[src/rtl/inta_sequencer_if.sv]
`default_nettype none
// ============================================================================
// Module      : inta_sequencer_if
// Description : Bundle of signals between the CPU/ICW/priority-resolver side
//               and the interrupt-acknowledge sequencer.
//   CPU       : inta_n
//   ICW regs  : mode_8086, auto_eoi, vector_base, call_hi, call_lo_base,
//               interval4
//   Resolver  : irq_valid, irq_level (in); freeze, ack_pulse, ack_level,
//               aeoi_pulse (out)
//   Data buf  : data_out, data_oe (out)
// Revision    : 1.0 - initial release
// ============================================================================
interface inta_sequencer_if;
   logic       inta_n;
   logic       mode_8086;
   logic       auto_eoi;
   logic [4:0] vector_base;
   logic [7:0] call_hi;
   logic [2:0] call_lo_base;
   logic       interval4;
   logic       irq_valid;
   logic [2:0] irq_level;
   logic [7:0] data_out;
   logic       data_oe;
   logic       freeze;
   logic       ack_pulse;
   logic [2:0] ack_level;
   logic       aeoi_pulse;

   // Sequencer side
   modport slave (
      input  inta_n, mode_8086, auto_eoi, vector_base, call_hi,
             call_lo_base, interval4, irq_valid, irq_level,
      output data_out, data_oe, freeze, ack_pulse, ack_level, aeoi_pulse
   );

   // Environment side (CPU, ICW registers, priority resolver, data buffer)
   modport master (
      output inta_n, mode_8086, auto_eoi, vector_base, call_hi,
             call_lo_base, interval4, irq_valid, irq_level,
      input  data_out, data_oe, freeze, ack_pulse, ack_level, aeoi_pulse
   );
endinterface
`default_nettype wire

[src/rtl/inta_sequencer.sv]
`default_nettype none
// ============================================================================
// Module      : inta_sequencer
// Description : Interrupt-acknowledge sequencer for an 8259-style controller.
//               Follows the CPU INTA strobes, freezes the priority resolver,
//               issues the ISR/IRR acknowledge pulse, drives the vector or
//               CALL bytes onto the data buffer and optionally issues an
//               automatic EOI at the end of the sequence.
// Ports       : clk   - system clock
//               rst_n - asynchronous active-low reset
//               bus   - inta_sequencer_if.slave (INTA strobe, ICW fields,
//                       resolver request in; data byte/enable, freeze,
//                       ack/aeoi pulses and ack level out)
// Revision    : 1.0 - initial release
// ============================================================================
module inta_sequencer (
   input  logic              clk,
   input  logic              rst_n,
   inta_sequencer_if.slave   bus
);

   typedef enum logic [2:0] {
      S_IDLE = 3'd0,
      S_P1   = 3'd1,
      S_G1   = 3'd2,
      S_P2   = 3'd3,
      S_G2   = 3'd4,
      S_P3   = 3'd5
   } state_t;

   localparam logic [7:0] C_CALL_OPCODE = 8'hCD;
   localparam logic [2:0] C_SPURIOUS_LEVEL = 3'd7;

   // ------------------------------------------------------------------------
   // INTA synchronizer and edge detection
   // ------------------------------------------------------------------------
   logic r_sync1;
   logic r_sync2;
   logic r_prev;
   logic w_fall;
   logic w_rise;

   // Flops reset to 1 (strobe idle) so an INTA already low at reset
   // release is seen as a fresh falling edge.
   always_ff @(posedge clk or negedge rst_n) begin
      if (!rst_n) begin
         r_sync1 <= 1'b1;
         r_sync2 <= 1'b1;
         r_prev  <= 1'b1;
      end else begin
         r_sync1 <= bus.inta_n;
         r_sync2 <= r_sync1;
         r_prev  <= r_sync2;
      end
   end

   assign w_fall = ~r_sync2 &  r_prev;
   assign w_rise =  r_sync2 & ~r_prev;

   // ------------------------------------------------------------------------
   // Sequencer FSM with registered outputs
   // ------------------------------------------------------------------------
   state_t     r_state;
   logic       r_mode_8086;
   logic       r_spurious;
   logic [7:0] r_data_out;
   logic       r_data_oe;
   logic       r_freeze;
   logic       r_ack_pulse;
   logic [2:0] r_ack_level;
   logic       r_aeoi_pulse;

   logic [7:0] w_vector_byte;
   logic [7:0] w_call_lo_byte;

   assign w_vector_byte  = {bus.vector_base, r_ack_level};
   // 4-byte interval keeps all three base bits; 8-byte interval spends
   // A5 on the wider level spacing.
   assign w_call_lo_byte = bus.interval4 ?
                           {bus.call_lo_base, r_ack_level, 2'b00} :
                           {bus.call_lo_base[2:1], r_ack_level, 3'b000};

   always_ff @(posedge clk or negedge rst_n) begin
      if (!rst_n) begin
         r_state      <= S_IDLE;
         r_mode_8086  <= 1'b0;
         r_spurious   <= 1'b0;
         r_data_out   <= 8'h00;
         r_data_oe    <= 1'b0;
         r_freeze     <= 1'b0;
         r_ack_pulse  <= 1'b0;
         r_ack_level  <= 3'd0;
         r_aeoi_pulse <= 1'b0;
      end else begin
         r_ack_pulse  <= 1'b0;
         r_aeoi_pulse <= 1'b0;

         case (r_state)
            S_IDLE: begin
               if (w_fall) begin
                  r_state     <= S_P1;
                  r_mode_8086 <= bus.mode_8086;
                  r_freeze    <= 1'b1;
                  r_spurious  <= ~bus.irq_valid;
                  r_ack_pulse <= bus.irq_valid;
                  r_ack_level <= bus.irq_valid ? bus.irq_level : C_SPURIOUS_LEVEL;
                  // 8086 first pulse is a dummy cycle; 8080 gets the CALL opcode
                  r_data_oe   <= ~bus.mode_8086;
                  r_data_out  <= bus.mode_8086 ? 8'h00 : C_CALL_OPCODE;
               end
            end

            S_P1: begin
               if (w_rise) begin
                  r_state    <= S_G1;
                  r_data_oe  <= 1'b0;
                  r_data_out <= 8'h00;
               end
            end

            S_G1: begin
               if (w_fall) begin
                  r_state    <= S_P2;
                  r_data_oe  <= 1'b1;
                  r_data_out <= r_mode_8086 ? w_vector_byte : w_call_lo_byte;
               end
            end

            S_P2: begin
               if (w_rise) begin
                  r_data_oe  <= 1'b0;
                  r_data_out <= 8'h00;
                  if (r_mode_8086) begin
                     r_state      <= S_IDLE;
                     r_freeze     <= 1'b0;
                     r_aeoi_pulse <= bus.auto_eoi & ~r_spurious;
                  end else begin
                     r_state <= S_G2;
                  end
               end
            end

            S_G2: begin
               if (w_fall) begin
                  r_state    <= S_P3;
                  r_data_oe  <= 1'b1;
                  r_data_out <= bus.call_hi;
               end
            end

            S_P3: begin
               if (w_rise) begin
                  r_state      <= S_IDLE;
                  r_data_oe    <= 1'b0;
                  r_data_out   <= 8'h00;
                  r_freeze     <= 1'b0;
                  r_aeoi_pulse <= bus.auto_eoi & ~r_spurious;
               end
            end

            default: begin
               r_state    <= S_IDLE;
               r_data_oe  <= 1'b0;
               r_data_out <= 8'h00;
               r_freeze   <= 1'b0;
            end
         endcase
      end
   end

   assign bus.data_out   = r_data_out;
   assign bus.data_oe    = r_data_oe;
   assign bus.freeze     = r_freeze;
   assign bus.ack_pulse  = r_ack_pulse;
   assign bus.ack_level  = r_ack_level;
   assign bus.aeoi_pulse = r_aeoi_pulse;

endmodule
`default_nettype wire

[src/flat_wrapper.sv]
// flat-port wrapper written by rule: the top's interface ports become plain ports
module inta_sequencer_flat 
  (clk, rst_n, bus_inta_n, bus_mode_8086, bus_auto_eoi, bus_vector_base, bus_call_hi, bus_call_lo_base, bus_interval4, bus_irq_valid, bus_irq_level, bus_data_out, bus_data_oe, bus_freeze, bus_ack_pulse, bus_ack_level, bus_aeoi_pulse);
  inta_sequencer_if bus_i ();
  input  logic clk;
  input  logic rst_n;
  input wire logic [$bits(bus_i.inta_n)-1:0] bus_inta_n;
  input wire logic [$bits(bus_i.mode_8086)-1:0] bus_mode_8086;
  input wire logic [$bits(bus_i.auto_eoi)-1:0] bus_auto_eoi;
  input wire logic [$bits(bus_i.vector_base)-1:0] bus_vector_base;
  input wire logic [$bits(bus_i.call_hi)-1:0] bus_call_hi;
  input wire logic [$bits(bus_i.call_lo_base)-1:0] bus_call_lo_base;
  input wire logic [$bits(bus_i.interval4)-1:0] bus_interval4;
  input wire logic [$bits(bus_i.irq_valid)-1:0] bus_irq_valid;
  input wire logic [$bits(bus_i.irq_level)-1:0] bus_irq_level;
  output wire logic [$bits(bus_i.data_out)-1:0] bus_data_out;
  output wire logic [$bits(bus_i.data_oe)-1:0] bus_data_oe;
  output wire logic [$bits(bus_i.freeze)-1:0] bus_freeze;
  output wire logic [$bits(bus_i.ack_pulse)-1:0] bus_ack_pulse;
  output wire logic [$bits(bus_i.ack_level)-1:0] bus_ack_level;
  output wire logic [$bits(bus_i.aeoi_pulse)-1:0] bus_aeoi_pulse;
  assign bus_i.inta_n = bus_inta_n;
  assign bus_i.mode_8086 = bus_mode_8086;
  assign bus_i.auto_eoi = bus_auto_eoi;
  assign bus_i.vector_base = bus_vector_base;
  assign bus_i.call_hi = bus_call_hi;
  assign bus_i.call_lo_base = bus_call_lo_base;
  assign bus_i.interval4 = bus_interval4;
  assign bus_i.irq_valid = bus_irq_valid;
  assign bus_i.irq_level = bus_irq_level;
  assign bus_data_out = bus_i.data_out;
  assign bus_data_oe = bus_i.data_oe;
  assign bus_freeze = bus_i.freeze;
  assign bus_ack_pulse = bus_i.ack_pulse;
  assign bus_ack_level = bus_i.ack_level;
  assign bus_aeoi_pulse = bus_i.aeoi_pulse;
  inta_sequencer u_core (.clk(clk), .rst_n(rst_n), .bus(bus_i));
endmodule
[config.mk]
export PLATFORM = sky130hd
export DESIGN_NAME = inta_sequencer_flat
export DESIGN_NICKNAME = d
export VERILOG_FILES = /design/src/rtl/inta_sequencer_if.sv /design/src/rtl/inta_sequencer.sv /design/src/flat_wrapper.sv
export SDC_FILE = /design/constraint.sdc
export NUM_CORES = 1
export LEC_CHECK = 0
export CAP_MARGIN = 20
export CORE_MARGIN = 2
export CORE_UTILIZATION = 44
export CTS_CLUSTER_DIAMETER = 120
export DETAILED_ROUTE_END_ITERATION = 7
export PLACE_DENSITY = 0.81
export SLEW_MARGIN = 20
export SYNTH_ARGS = -nofsm -noshare
export SYNTH_HDL_FRONTEND = slang
export SYNTH_SLANG_ARGS = --single-unit
[constraint.sdc]
create_clock -name clk -period 1.43 [get_ports clk]
set_input_delay 0.2145 -clock clk [delete_from_list [all_inputs] [get_ports clk]]
set_output_delay 0.2145 -clock clk [all_outputs]
set_load 0.01 [all_outputs]
* Word-level counts from Yosys, hierarchy flattened
Index checks and enable logic that the tools add are counted.
Word-level totals: output and inout bits 15, input port bits 26, logic and storage cells 74, flip-flop bits (word level) 23
Cells by class: bitwise gates (word level) 9, reduce and logical (&&, ||, !) cells 9, eq/ne operators 14, multiplexer cells 30
Operator list (number):
- 8-bit two-way mux | 6
- 8-bit case mux with 4 select lines | 1
- 3-bit two-way mux | 8
- 2-bit by 1-bit != test with 1-bit output, second input constant | 9
- 3-bit case mux with 6 select lines | 1
- 1-bit two-way mux | 10
- 3-bit by 2-bit == test with 1-bit output, second input constant | 2
- 3-bit == test, second input constant | 2
- 6-bit two-way mux | 1
- 1-bit NOT | 6
- 6-bit AND reduction | 1
- 3-bit OR reduction | 2
- 5-bit AND reduction | 1
- 1-bit case mux with 4 select lines | 1
- 4-bit AND reduction | 1
- 1-bit AND | 3
- 3-bit by 1-bit == test with 1-bit output, second input constant | 1
- 3-bit zero test | 1
- 1-bit case mux with 3 select lines | 1
- 3-bit AND reduction | 1
- 1-bit case mux with 2 select lines | 1
- 2-bit AND reduction | 1
- 2-bit OR reduction | 1

* Longest topological paths before layout
Gate-level depths: netlist of the first run.
depth in word-level cells 5, mapped depth 6, depth with buffers taken out 4

* Least setup slack after synthesis of the first run
OpenSTA, ideal clock, no wires.
path kind register to register, from register u_core.r_prev, to register u_core.r_data_out[5] (netlist: u_core.bus.data_out[5]), period minus slack after synthesis 1.256 ns, path buffers 1, library setup time 0.126 ns, required time 1.304 ns, setup slack 0.174 ns, data arrival time 1.130 ns, stages on the path, launching flop included 6, cells stage by stage dfstp_2 nand2b_1 o211a_1 buf_6 a32oi_2 o21ai_1
On the way: cells in the longest elaborated chain, start to end 4, elaborated cells on any way between the ends 8, those cells by class 4 x eq/ne; 3 x bitwise; 1 x reduce/logical
RTL lines:
- start, declared | line inta_sequencer.sv:39 | logic r_prev;
- start signal, assigned | line inta_sequencer.sv:53 | r_prev <= r_sync2;
- 1-bit NOT | line inta_sequencer.sv:58 | assign w_rise = r_sync2 & ~r_prev;
- 1-bit AND | line inta_sequencer.sv:58
- 2-bit by 1-bit != test with 1-bit output (no source line)
- 4-bit AND reduction (no source line) *
- end signal, assigned | line inta_sequencer.sv:109 | r_data_out <= bus.mode_8086 ? 8'h00 : C_CALL_OPCODE;
- end signal, assigned | line inta_sequencer.sv:125 | r_data_out <= r_mode_8086 ? w_vector_byte : w_call_lo_byte;
- end signal, assigned | line inta_sequencer.sv:147 | r_data_out <= bus.call_hi;
- end, declared | line inta_sequencer.sv:66 | logic [7:0] r_data_out;
Mark *: on every way between the ends. The rest lies on a longest branch, timed or not. A chain may end at the register's enable or synchronous reset.

* Worst setup path in the final report of the first run
Ends and elaborated chain as after synthesis.

==> flow_summary.html, run 1 <==
<table>
<tr><th>Metric</th><th>Value</th></tr>
<tr><th colspan="2">Floorplan</th></tr>
<tr><td># rows</td><td>18</td></tr>
<tr><td>Core footprint</td><td>2480 µm²</td></tr>
<tr><td>Initial standard-cell utilization of the core</td><td>46.2%</td></tr>
<tr><td>Ports placed on the boundary</td><td>41</td></tr>
<tr><td>Die extent in x</td><td>55.0 µm</td></tr>
<tr><td>Die area</td><td>3030 µm²</td></tr>
<tr><td>Chip Height</td><td>55.0 µm</td></tr>
<tr><th colspan="2">Synth</th></tr>
<tr><td>Unique masters post-synth</td><td>33</td></tr>
<tr><td>Post-synthesis average cell area</td><td>9.96 µm²</td></tr>
<tr><td>Cell area after synthesis</td><td>1140 µm²</td></tr>
<tr><td>Synth warn</td><td>0</td></tr>
<tr><td>Synth top area share</td><td>43.7%</td></tr>
<tr><td>Leading cell types by total area after synthesis</td><td>sky130_fd_sc_hd__dfrtp_1 44%, sky130_fd_sc_hd__nand2_1 7.2%, sky130_fd_sc_hd__dfstp_2 6.9%</td></tr>
<tr><td>Post-synthesis net count</td><td>141</td></tr>
<tr><td>Synthesized instance count</td><td>115</td></tr>
<tr><td>Part of the Yosys area used for sequential elements</td><td>50.6%</td></tr>
<tr><td>Cell accounting for the most synthesized area</td><td>sky130_fd_sc_hd__dfrtp_1</td></tr>
<tr><td>Number of synthesized register bits</td><td>23</td></tr>
<tr><th colspan="2">Finish</th></tr>
<tr><td>Final core utilization</td><td>66.1%</td></tr>
<tr><td>Layout net count</td><td>191</td></tr>
<tr><td>Fraction of final layout cells with drive strength greater than 1</td><td>17.7%</td></tr>
<tr><td>Area of all placed cells without fillers</td><td>1640 µm²</td></tr>
<tr><td>Layout overhead on the synthesized area</td><td>43.1%</td></tr>
<tr><td>Total inserted antenna cells</td><td>0</td></tr>
<tr><th colspan="2">Setup path</th></tr>
<tr><td>Data required time at the worst endpoint</td><td>1640 ps</td></tr>
<tr><td>Cell family with most CP delay</td><td>compound AO/OA/AOI/OAI gates</td></tr>
<tr><td>Critical Path Start</td><td>u_core.r_prev</td></tr>
<tr><td>Buffering stage count on the worst path with inverters included</td><td>0</td></tr>
<tr><td>Delay of the slowest cell on the worst path</td><td>560 ps</td></tr>
<tr><td>Crit path max-delay cell type</td><td>sky130_fd_sc_hd__dfstp_2</td></tr>
<tr><td>CP cell instances</td><td>nand2b_1, o211a_2, a32oi_2, o21ai_1</td></tr>
<tr><td>Crit-path max FO</td><td>11</td></tr>
<tr><td>Endpoint of the worst register-to-register path</td><td>u_core.bus.data_out[5]</td></tr>
<tr><td>Cell depth of the worst setup path</td><td>4</td></tr>
<tr><td>Critical Path Sink</td><td>u_core.bus.data_out[5]</td></tr>
<tr><td>Minimum setup slack among reg-to-reg paths</td><td>90 ps</td></tr>
<tr><td>Capturing element type of the critical path</td><td>flop</td></tr>
<tr><td>Launch point of the worst reg-to-reg path</td><td>u_core.r_prev</td></tr>
<tr><td>Worst endpoint data arrival time</td><td>1540 ps</td></tr>
<tr><td>Worst r2r path cells</td><td>4</td></tr>
<tr><td>Crit path kind</td><td>reg -&gt; reg</td></tr>
<tr><td>Critical path launch point type</td><td>flop</td></tr>
<tr><th colspan="2">Power and ir drop</th></tr>
<tr><td>Power density over the cells</td><td>1660 nW/µm²</td></tr>
<tr><td>Peak supply drop</td><td>942 µV</td></tr>
<tr><td>Comb power frac</td><td>47.0%</td></tr>
<tr><td>Total net switching power</td><td>1.06 mW</td></tr>
<tr><td>Sw Share</td><td>38.9%</td></tr>
<tr><td>Leakage power figure</td><td>0.789 nW</td></tr>
<tr><td>Sequential fraction of design power</td><td>41.7%</td></tr>
<tr><td>Clock power share</td><td>11.4%</td></tr>
<tr><td>Cell Int Power</td><td>1.66 mW</td></tr>
<tr><th colspan="2">Global routing</th></tr>
<tr><td>Overall overflow remaining after global route</td><td>0</td></tr>
<tr><td>Met2 usage in global routing</td><td>38.1%</td></tr>
<tr><td>Initial antenna violation count</td><td>0</td></tr>
<tr><td>Global-route wire length before repair</td><td>4450 µm</td></tr>
<tr><td>Global-route met1 utilization</td><td>24.4%</td></tr>
<tr><td>Via count of the first global-routing pass</td><td>1016</td></tr>
<tr><td>Global routing met3 resource utilization</td><td>4.30%</td></tr>
<tr><td>Largest net degree at the start of global routing</td><td>24</td></tr>
<tr><td>Busiest metal layer after global routing</td><td>met2</td></tr>
<tr><td>Total track usage</td><td>20.7%</td></tr>
<tr><th colspan="2">Timing</th></tr>
<tr><td>Worst-Margin Slew</td><td>330 ps</td></tr>
<tr><td>Hold violation total from the final report</td><td>0</td></tr>
<tr><td>Tcrit/Tclk final</td><td>93.5%</td></tr>
<tr><td>Max Fclk</td><td>748 MHz</td></tr>
<tr><td># setup viols final</td><td>0</td></tr>
<tr><td>Setup repair after global routing missed its margin</td><td>no</td></tr>
<tr><td>Number of max-slew violations in the final report</td><td>0</td></tr>
<tr><td>Normalized max-slew margin</td><td>78.0%</td></tr>
<tr><td>Post-layout minimum cycle time</td><td>1340 ps</td></tr>
<tr><td>Final clock skew</td><td>10.6 ps</td></tr>
<tr><th colspan="2">Clock tree</th></tr>
<tr><td>Number of buffers inserted for hold repair after clock tree synthesis</td><td>0</td></tr>
<tr><td>CTS Buf Count</td><td>3</td></tr>
<tr><td>Maximum number of buffers from clock root to sink</td><td>2</td></tr>
<tr><td>Clock root cell</td><td>sky130_fd_sc_hd__clkbuf_4</td></tr>
<tr><td>Later-pin clock latency in the skew report</td><td>320 ps</td></tr>
<tr><td>Clock Sinks</td><td>23</td></tr>
<tr><td>Htree depth</td><td>1</td></tr>
<tr><td>CTS tree</td><td>built</td></tr>
<tr><td>Clock edge transition at the registers on the reported setup and hold paths</td><td>130 ps</td></tr>
<tr><th colspan="2">Drt</th></tr>
<tr><td>Vias per cell</td><td>5.24</td></tr>
<tr><td>Post-DRT Antenna Nets</td><td>0</td></tr>
<tr><td>Routed len/inst</td><td>14.5 µm</td></tr>
<tr><td>TritonRoute pass-1 iters</td><td>5</td></tr>
<tr><td>Routed wire length</td><td>2810 µm</td></tr>
<tr><td>DRC violations left</td><td>0</td></tr>
<tr><td>Initial DRC Count</td><td>19</td></tr>
<tr><td>Routed vias</td><td>1017</td></tr>
<tr><th colspan="2">Placed design</th></tr>
<tr><td>Dpl cell area</td><td>1600 µm²</td></tr>
<tr><td>Quantity of I/O buffers inserted on ports</td><td>40</td></tr>
<tr><td>Routability-driven placement congestion ratio</td><td>0.856</td></tr>
<tr><td>HPWL after detailed placement</td><td>2200 µm</td></tr>
<tr><th colspan="2">Hold path</th></tr>
<tr><td>HP Class</td><td>in -&gt; async</td></tr>
<tr><th colspan="2">Run</th></tr>
<tr><td>Reported max-cap violation count</td><td>0</td></tr>
<tr><th colspan="2">Status</th></tr>
<tr><td>Result of the run</td><td>completed</td></tr>
</table>
[worst min path at each step]
stage / startpoint / endpoint / slack [ps] / cells past startpoint
5_1_grt: rst_n / u_core.bus.data_out[4] / 270 / 2
3_5_place_dp: u_core.r_sync1 / u_core.r_sync2 / 350 / 0
4_1_cts: rst_n / u_core.r_mode_8086 / 240 / 2
3_3_place_gp: u_core.r_sync1 / u_core.r_sync2 / 350 / 0
6_report: rst_n / u_core.r_mode_8086 / 230 / 2
2_1_floorplan: rst_n / u_core.bus.ack_level[0] / -80 / 0
[synth_stat cells]
cell / instances
sky130_fd_sc_hd__a32oi_1: 1
sky130_fd_sc_hd__o21ai_1: 1
sky130_fd_sc_hd__inv_1: 2
sky130_fd_sc_hd__or2b_1: 1
sky130_fd_sc_hd__nor2_2: 1
sky130_fd_sc_hd__a2bb2oi_1: 1
sky130_fd_sc_hd__nor4b_1: 1
sky130_fd_sc_hd__nor3b_1: 1
sky130_fd_sc_hd__xor2_1: 1
sky130_fd_sc_hd__nand3b_1: 1
sky130_fd_sc_hd__dfstp_2: 3
sky130_fd_sc_hd__a22oi_1: 1
sky130_fd_sc_hd__dfrtp_1: 20
sky130_fd_sc_hd__mux2_2: 4
sky130_fd_sc_hd__o31ai_1: 1
sky130_fd_sc_hd__a32oi_2: 1
sky130_fd_sc_hd__nand2b_1: 2
sky130_fd_sc_hd__nand3b_4: 1
sky130_fd_sc_hd__a31oi_1: 1
sky130_fd_sc_hd__a21oi_1: 7
sky130_fd_sc_hd__o221ai_1: 2
sky130_fd_sc_hd__nand2_1: 22
sky130_fd_sc_hd__nor3_1: 3
sky130_fd_sc_hd__and3_1: 1
sky130_fd_sc_hd__buf_6: 2
sky130_fd_sc_hd__a21o_1: 1
sky130_fd_sc_hd__mux2i_1: 5
sky130_fd_sc_hd__and2b_2: 1
sky130_fd_sc_hd__nor2_1: 9
sky130_fd_sc_hd__o211a_1: 1
sky130_fd_sc_hd__buf_4: 2
sky130_fd_sc_hd__buf_2: 2
sky130_fd_sc_hd__o21ai_0: 12
[logic make-up after synthesis]
kind of cell | share of synthesized area (%)
buf+inv | 4.81
mux | 8.31
flops | 50.6
simple gates | 18.9
xor+xnor | 0.765
compound gates | 16.6
[registers in the layout, summed over array words and instances (netlist names)]
| signal | flops |
|---|---|
| u_core.bus.ack_pulse | 1 |
| u_core.r_sync2 | 1 |
| u_core.r_prev | 1 |
| u_core.r_sync1 | 1 |
| u_core.bus.ack_level | 3 |
| u_core.bus.data_oe | 1 |
| u_core.r_spurious | 1 |
| u_core.bus.freeze | 1 |
| u_core.bus.data_out | 8 |
| u_core.r_state | 3 |
| u_core.r_mode_8086 | 1 |
| u_core.bus.aeoi_pulse | 1 |
[timing repair]
action                                  4_1_cts  5_1_grt
buffers inserted                              3        0
endpoints found under the setup margin       14       15
gates resized for setup                      14        5
[through the flow]
step | setup slack, ps | cells | power, mW | hold WS [ps] | TNS, ps
6_report | 93.3 | 194 | 2.72 | 234 | 0
5_1_grt | 0.144 | 194 | 2.93 | 265 | 0
4_1_cts | 7.19 | 194 | 2.73 | 240 | 0
3_5_place_dp | -77.1 | 187 | 2.47 | 349 | -106
3_3_place_gp | -52.7 | 187 | 2.42 | 346 | -52.7
2_1_floorplan | 174 | 115 | 1.86 | -81.1 | 0
[cell type report]
cell class,count,area [µm²]
clock buffers,4,26.3
fillers,236,840
inverters,2,7.51
multi-input cells,84,518
flip-flops and latches,23,581
well taps,30,37.5
repair buffers,51,468
[metal layers]
metal,vias up,wire length (µm)
li1,502,-
met1,483,1180
met2,30,1450
met3,2,156
met4,0,27
met5,-,0
[power by group through the flow]
stage	clock (mW)	sequential [mW]	combinational [mW]
final	0.309	1.13	1.28
after global routing	0.338	1.16	1.43
after CTS	0.320	1.12	1.28
after detailed placement	0	1.18	1.29
after global placement	0	1.16	1.26
after floorplan	0	1.13	0.730
[placed cells by master (no fill, tap or decap), types with 2 or more instances in the layout]
cell type and instances:
sky130_fd_sc_hd__clkdlybuf4s50_1 25, sky130_fd_sc_hd__nand2_1 22, sky130_fd_sc_hd__dfrtp_1 19, sky130_fd_sc_hd__dlygate4sd2_1 14
sky130_fd_sc_hd__o21ai_0 12, sky130_fd_sc_hd__buf_4 11, sky130_fd_sc_hd__nor2_1 8, sky130_fd_sc_hd__a21oi_1 7
sky130_fd_sc_hd__mux2i_1 5, sky130_fd_sc_hd__mux2_2 4, sky130_fd_sc_hd__nor3_1 3, sky130_fd_sc_hd__clkbuf_4 3
sky130_fd_sc_hd__dfstp_2 3, sky130_fd_sc_hd__inv_1 2, sky130_fd_sc_hd__nor2_2 2, sky130_fd_sc_hd__nand2b_1 2
sky130_fd_sc_hd__o221ai_1 2
Note: power is estimated with default switching activity, not from simulation.
==> run 2, diff against run 1 <==
- CORE_UTILIZATION: 44 -> 47
- PLACE_DENSITY: 0.81 -> 0.85
- clock period: 1.43 -> 1.6 ns (I/O delays scaled with it)
==> run 2 against run 1 <==
Net effect:
- via count grew 0.98%
- largest power group unchanged
- sequential share of layout area up 0.89 points
- clock-buffer cell count did not move
- critical path type is now reg -> out
- non-clock buffer count shrank 6
- die area shrank 5.9%
- wire length fell by 4.6%
- hold slack improved by 31 ps
- highest routed layer unchanged
- largest cell class unchanged
- combinational power shrank 13%
- global-route usage rose by 0.52 points
- cell count is 4.1% lower
==> flow_summary.html, run 2 (same netlist as run 1, synthesis figures left out) <==
<table>
<tr><th>Metric</th><th>Value</th></tr>
<tr><th colspan="2">Timing</th></tr>
<tr><td>Post-layout minimum cycle time</td><td>1540 ps</td></tr>
<tr><td>Setup TNS Final</td><td>0 ps</td></tr>
<tr><td>Tcrit/Tclk final</td><td>96.0%</td></tr>
<tr><td>Worst-Margin Slew</td><td>451 ps</td></tr>
<tr><td>Hold violation total from the final report</td><td>0</td></tr>
<tr><td>Max Fclk</td><td>651 MHz</td></tr>
<tr><td>Fin worst setup slack</td><td>64.4 ps</td></tr>
<tr><td>Setup repair after global routing missed its margin</td><td>no</td></tr>
<tr><td>Normalized max-slew margin</td><td>69.9%</td></tr>
<tr><td>Number of max-slew violations in the final report</td><td>0</td></tr>
<tr><td>Final clock skew</td><td>6.81 ps</td></tr>
<tr><td># setup viols final</td><td>0</td></tr>
<tr><th colspan="2">Finish</th></tr>
<tr><td>Layout overhead on the synthesized area</td><td>39.6%</td></tr>
<tr><td>Fraction of final layout cells with drive strength greater than 1</td><td>12.7%</td></tr>
<tr><td>Number of flip-flops under the largest register name</td><td>8</td></tr>
<tr><td>Area of all placed cells without fillers</td><td>1600 µm²</td></tr>
<tr><td>Filler Cells Inserted</td><td>189</td></tr>
<tr><td>Layout net count</td><td>185</td></tr>
<tr><td>Commonest non-fill, non-tap cell in the layout</td><td>sky130_fd_sc_hd__clkdlybuf4s50_1</td></tr>
<tr><td>Area used by sequential logic in the layout</td><td>581 µm²</td></tr>
<tr><td>Total inserted antenna cells</td><td>0</td></tr>
<tr><td>Multi-input combinational cell area</td><td>510 µm²</td></tr>
<tr><td>Final standard cell count with taps included and fillers excluded</td><td>186</td></tr>
<tr><td>Leading cell types in the layout, fill and taps excluded</td><td>40 x sky130_fd_sc_hd__clkdlybuf4s50_1, 22 x sky130_fd_sc_hd__nand2_1, 19 x sky130_fd_sc_hd__dfrtp_1</td></tr>
<tr><th colspan="2">Status</th></tr>
<tr><td>Result of the run</td><td>completed</td></tr>
<tr><th colspan="2">Hold path</th></tr>
<tr><td>HP Class</td><td>in -&gt; async</td></tr>
<tr><th colspan="2">Clock tree</th></tr>
<tr><td>Maximum number of buffers from clock root to sink</td><td>2</td></tr>
<tr><td>Number of buffers inserted for hold repair after clock tree synthesis</td><td>0</td></tr>
<tr><td>Later-pin clock latency in the skew report</td><td>320 ps</td></tr>
<tr><td>CTS Buf Count</td><td>3</td></tr>
<tr><td>Htree depth</td><td>1</td></tr>
<tr><td>Clock Sinks</td><td>23</td></tr>
<tr><td>Clock edge transition at the registers on the reported setup and hold paths</td><td>120 ps</td></tr>
<tr><td>CTS tree</td><td>built</td></tr>
<tr><td>Clock root cell</td><td>sky130_fd_sc_hd__clkbuf_4</td></tr>
<tr><th colspan="2">Drt</th></tr>
<tr><td>Vias per cell</td><td>5.52</td></tr>
<tr><td>Routed len/inst</td><td>14.4 µm</td></tr>
<tr><td>TritonRoute pass-1 iters</td><td>4</td></tr>
<tr><td>Post-DRT Antenna Nets</td><td>0</td></tr>
<tr><td>Routed vias</td><td>1027</td></tr>
<tr><td>Initial DRC Count</td><td>37</td></tr>
<tr><td>DRC violations left</td><td>0</td></tr>
<tr><td>Routed wire length</td><td>2680 µm</td></tr>
<tr><th colspan="2">Setup path</th></tr>
<tr><td>Endpoint of the worst register-to-register path</td><td>u_core.bus.aeoi_pulse</td></tr>
<tr><td>Critical Path Start</td><td>u_core.bus.ack_level[0]</td></tr>
<tr><td>Crit-path max FO</td><td>5</td></tr>
<tr><td>Cell depth of the worst setup path</td><td>1</td></tr>
<tr><td>Launch point of the worst reg-to-reg path</td><td>u_core.r_mode_8086</td></tr>
<tr><td>Critical path launch point type</td><td>flop</td></tr>
<tr><td>Cell family with most CP delay</td><td>buffers and inverters</td></tr>
<tr><td>Buffering stage count on the worst path with inverters included</td><td>1</td></tr>
<tr><td>Minimum setup slack among reg-to-reg paths</td><td>180 ps</td></tr>
<tr><td>CP cell instances</td><td>clkdlybuf4s50_1</td></tr>
<tr><td>Worst r2r path cells</td><td>3</td></tr>
<tr><td>Data required time at the worst endpoint</td><td>1360 ps</td></tr>
<tr><td>Crit path kind</td><td>reg -&gt; out</td></tr>
<tr><td>Worst endpoint data arrival time</td><td>1300 ps</td></tr>
<tr><td>Delay of the slowest cell on the worst path</td><td>550 ps</td></tr>
<tr><td>Critical Path Sink</td><td>bus_ack_level[0]</td></tr>
<tr><td>Crit path max-delay cell type</td><td>sky130_fd_sc_hd__clkdlybuf4s50_1</td></tr>
<tr><td>Capturing element type of the critical path</td><td>output pin</td></tr>
<tr><th colspan="2">Floorplan</th></tr>
<tr><td>Die extent in x</td><td>53.4 µm</td></tr>
<tr><td># rows</td><td>17</td></tr>
<tr><td>Ports placed on the boundary</td><td>41</td></tr>
<tr><td>Initial standard-cell utilization of the core</td><td>50.8%</td></tr>
<tr><td>Core footprint</td><td>2250 µm²</td></tr>
<tr><td>Die area</td><td>2850 µm²</td></tr>
<tr><td>Chip Height</td><td>53.4 µm</td></tr>
<tr><th colspan="2">Global routing</th></tr>
<tr><td>Largest net degree at the start of global routing</td><td>24</td></tr>
<tr><td>Global-route wire length before repair</td><td>4330 µm</td></tr>
<tr><td>Total track usage</td><td>21.3%</td></tr>
<tr><td>Overall overflow remaining after global route</td><td>0</td></tr>
<tr><td>Via count of the first global-routing pass</td><td>978</td></tr>
<tr><td>Initial antenna violation count</td><td>0</td></tr>
<tr><th colspan="2">Placed design</th></tr>
<tr><td>HPWL after detailed placement</td><td>2020 µm</td></tr>
<tr><td>Post-placement cell count</td><td>180</td></tr>
<tr><td>Quantity of I/O buffers inserted on ports</td><td>40</td></tr>
<tr><td>Post-Place Worst Slack</td><td>71.6 ps</td></tr>
<tr><td>Routability-driven placement congestion ratio</td><td>0.811</td></tr>
<tr><td>Dpl cell area</td><td>1560 µm²</td></tr>
<tr><th colspan="2">Power and ir drop</th></tr>
<tr><td>Power density over the cells</td><td>1530 nW/µm²</td></tr>
<tr><td>Leakage power figure</td><td>0.699 nW</td></tr>
<tr><td>Peak supply drop</td><td>887 µV</td></tr>
<tr><th colspan="2">Run</th></tr>
<tr><td>Reported max-cap violation count</td><td>0</td></tr>
</table>
run 2: layout make-up:
cell class | count | share of cell area [%]
repair buffers | 45 | 27.4
inverters | 2 | 0.470
well taps | 28 | 2.19
clock buffers | 4 | 1.64
flip-flops and latches | 23 | 36.3
multi-input cells | 84 | 31.9
run 2: layer usage:
| metal | GRT usage [%] | vias up | routed length (µm) | part of all wire, % |
|---|---|---|---|---|
| met4 | 6.41 | 0 | 25 | 0.93 |
| met5 | 0 | - | 0 | 0 |
| met3 | 4.80 | 3 | 255 | 9.5 |
| met1 | 27.1 | 482 | 1130 | 42 |
| met2 | 35.6 | 51 | 1270 | 47 |
| li1 | - | 491 | - | - |
run 2: timing repair:
item | 4_1_cts | 5_1_grt
buffers inserted | 0 | 2
resized for setup | 0 | 1
setup endpoints to repair | 0 | 3
run 2: where the power goes:
group	leakage, nW	switching [mW]	internal, mW
Combinational	0.398	0.479	0.633
Sequential	0.285	0.261	0.800
Clock	0.0150	0.172	0.0976
Total	0.699	0.912	1.53
run 2: how the worst min path moves through the flow:
stage	start	end	cells past startpoint
after global placement	u_core.r_sync1	u_core.r_sync2	0
after global routing	rst_n	u_core.r_state[0]	2
after floorplan	rst_n	u_core.bus.ack_level[0]	0
final	rst_n	u_core.bus.data_out[7]	2
after detailed placement	u_core.r_sync1	u_core.r_sync2	0
after CTS	rst_n	u_core.r_state[0]	2
run 2: through the flow:
step	power (mW)	hold WS, ps	utilization [%]
floorplan	1.66	-55.6	-
global route	2.62	289	70.9
CTS	2.42	269	70.1
finish	2.44	265	70.9
detailed placement	2.14	347	69.0
global placement	2.10	345	69.0
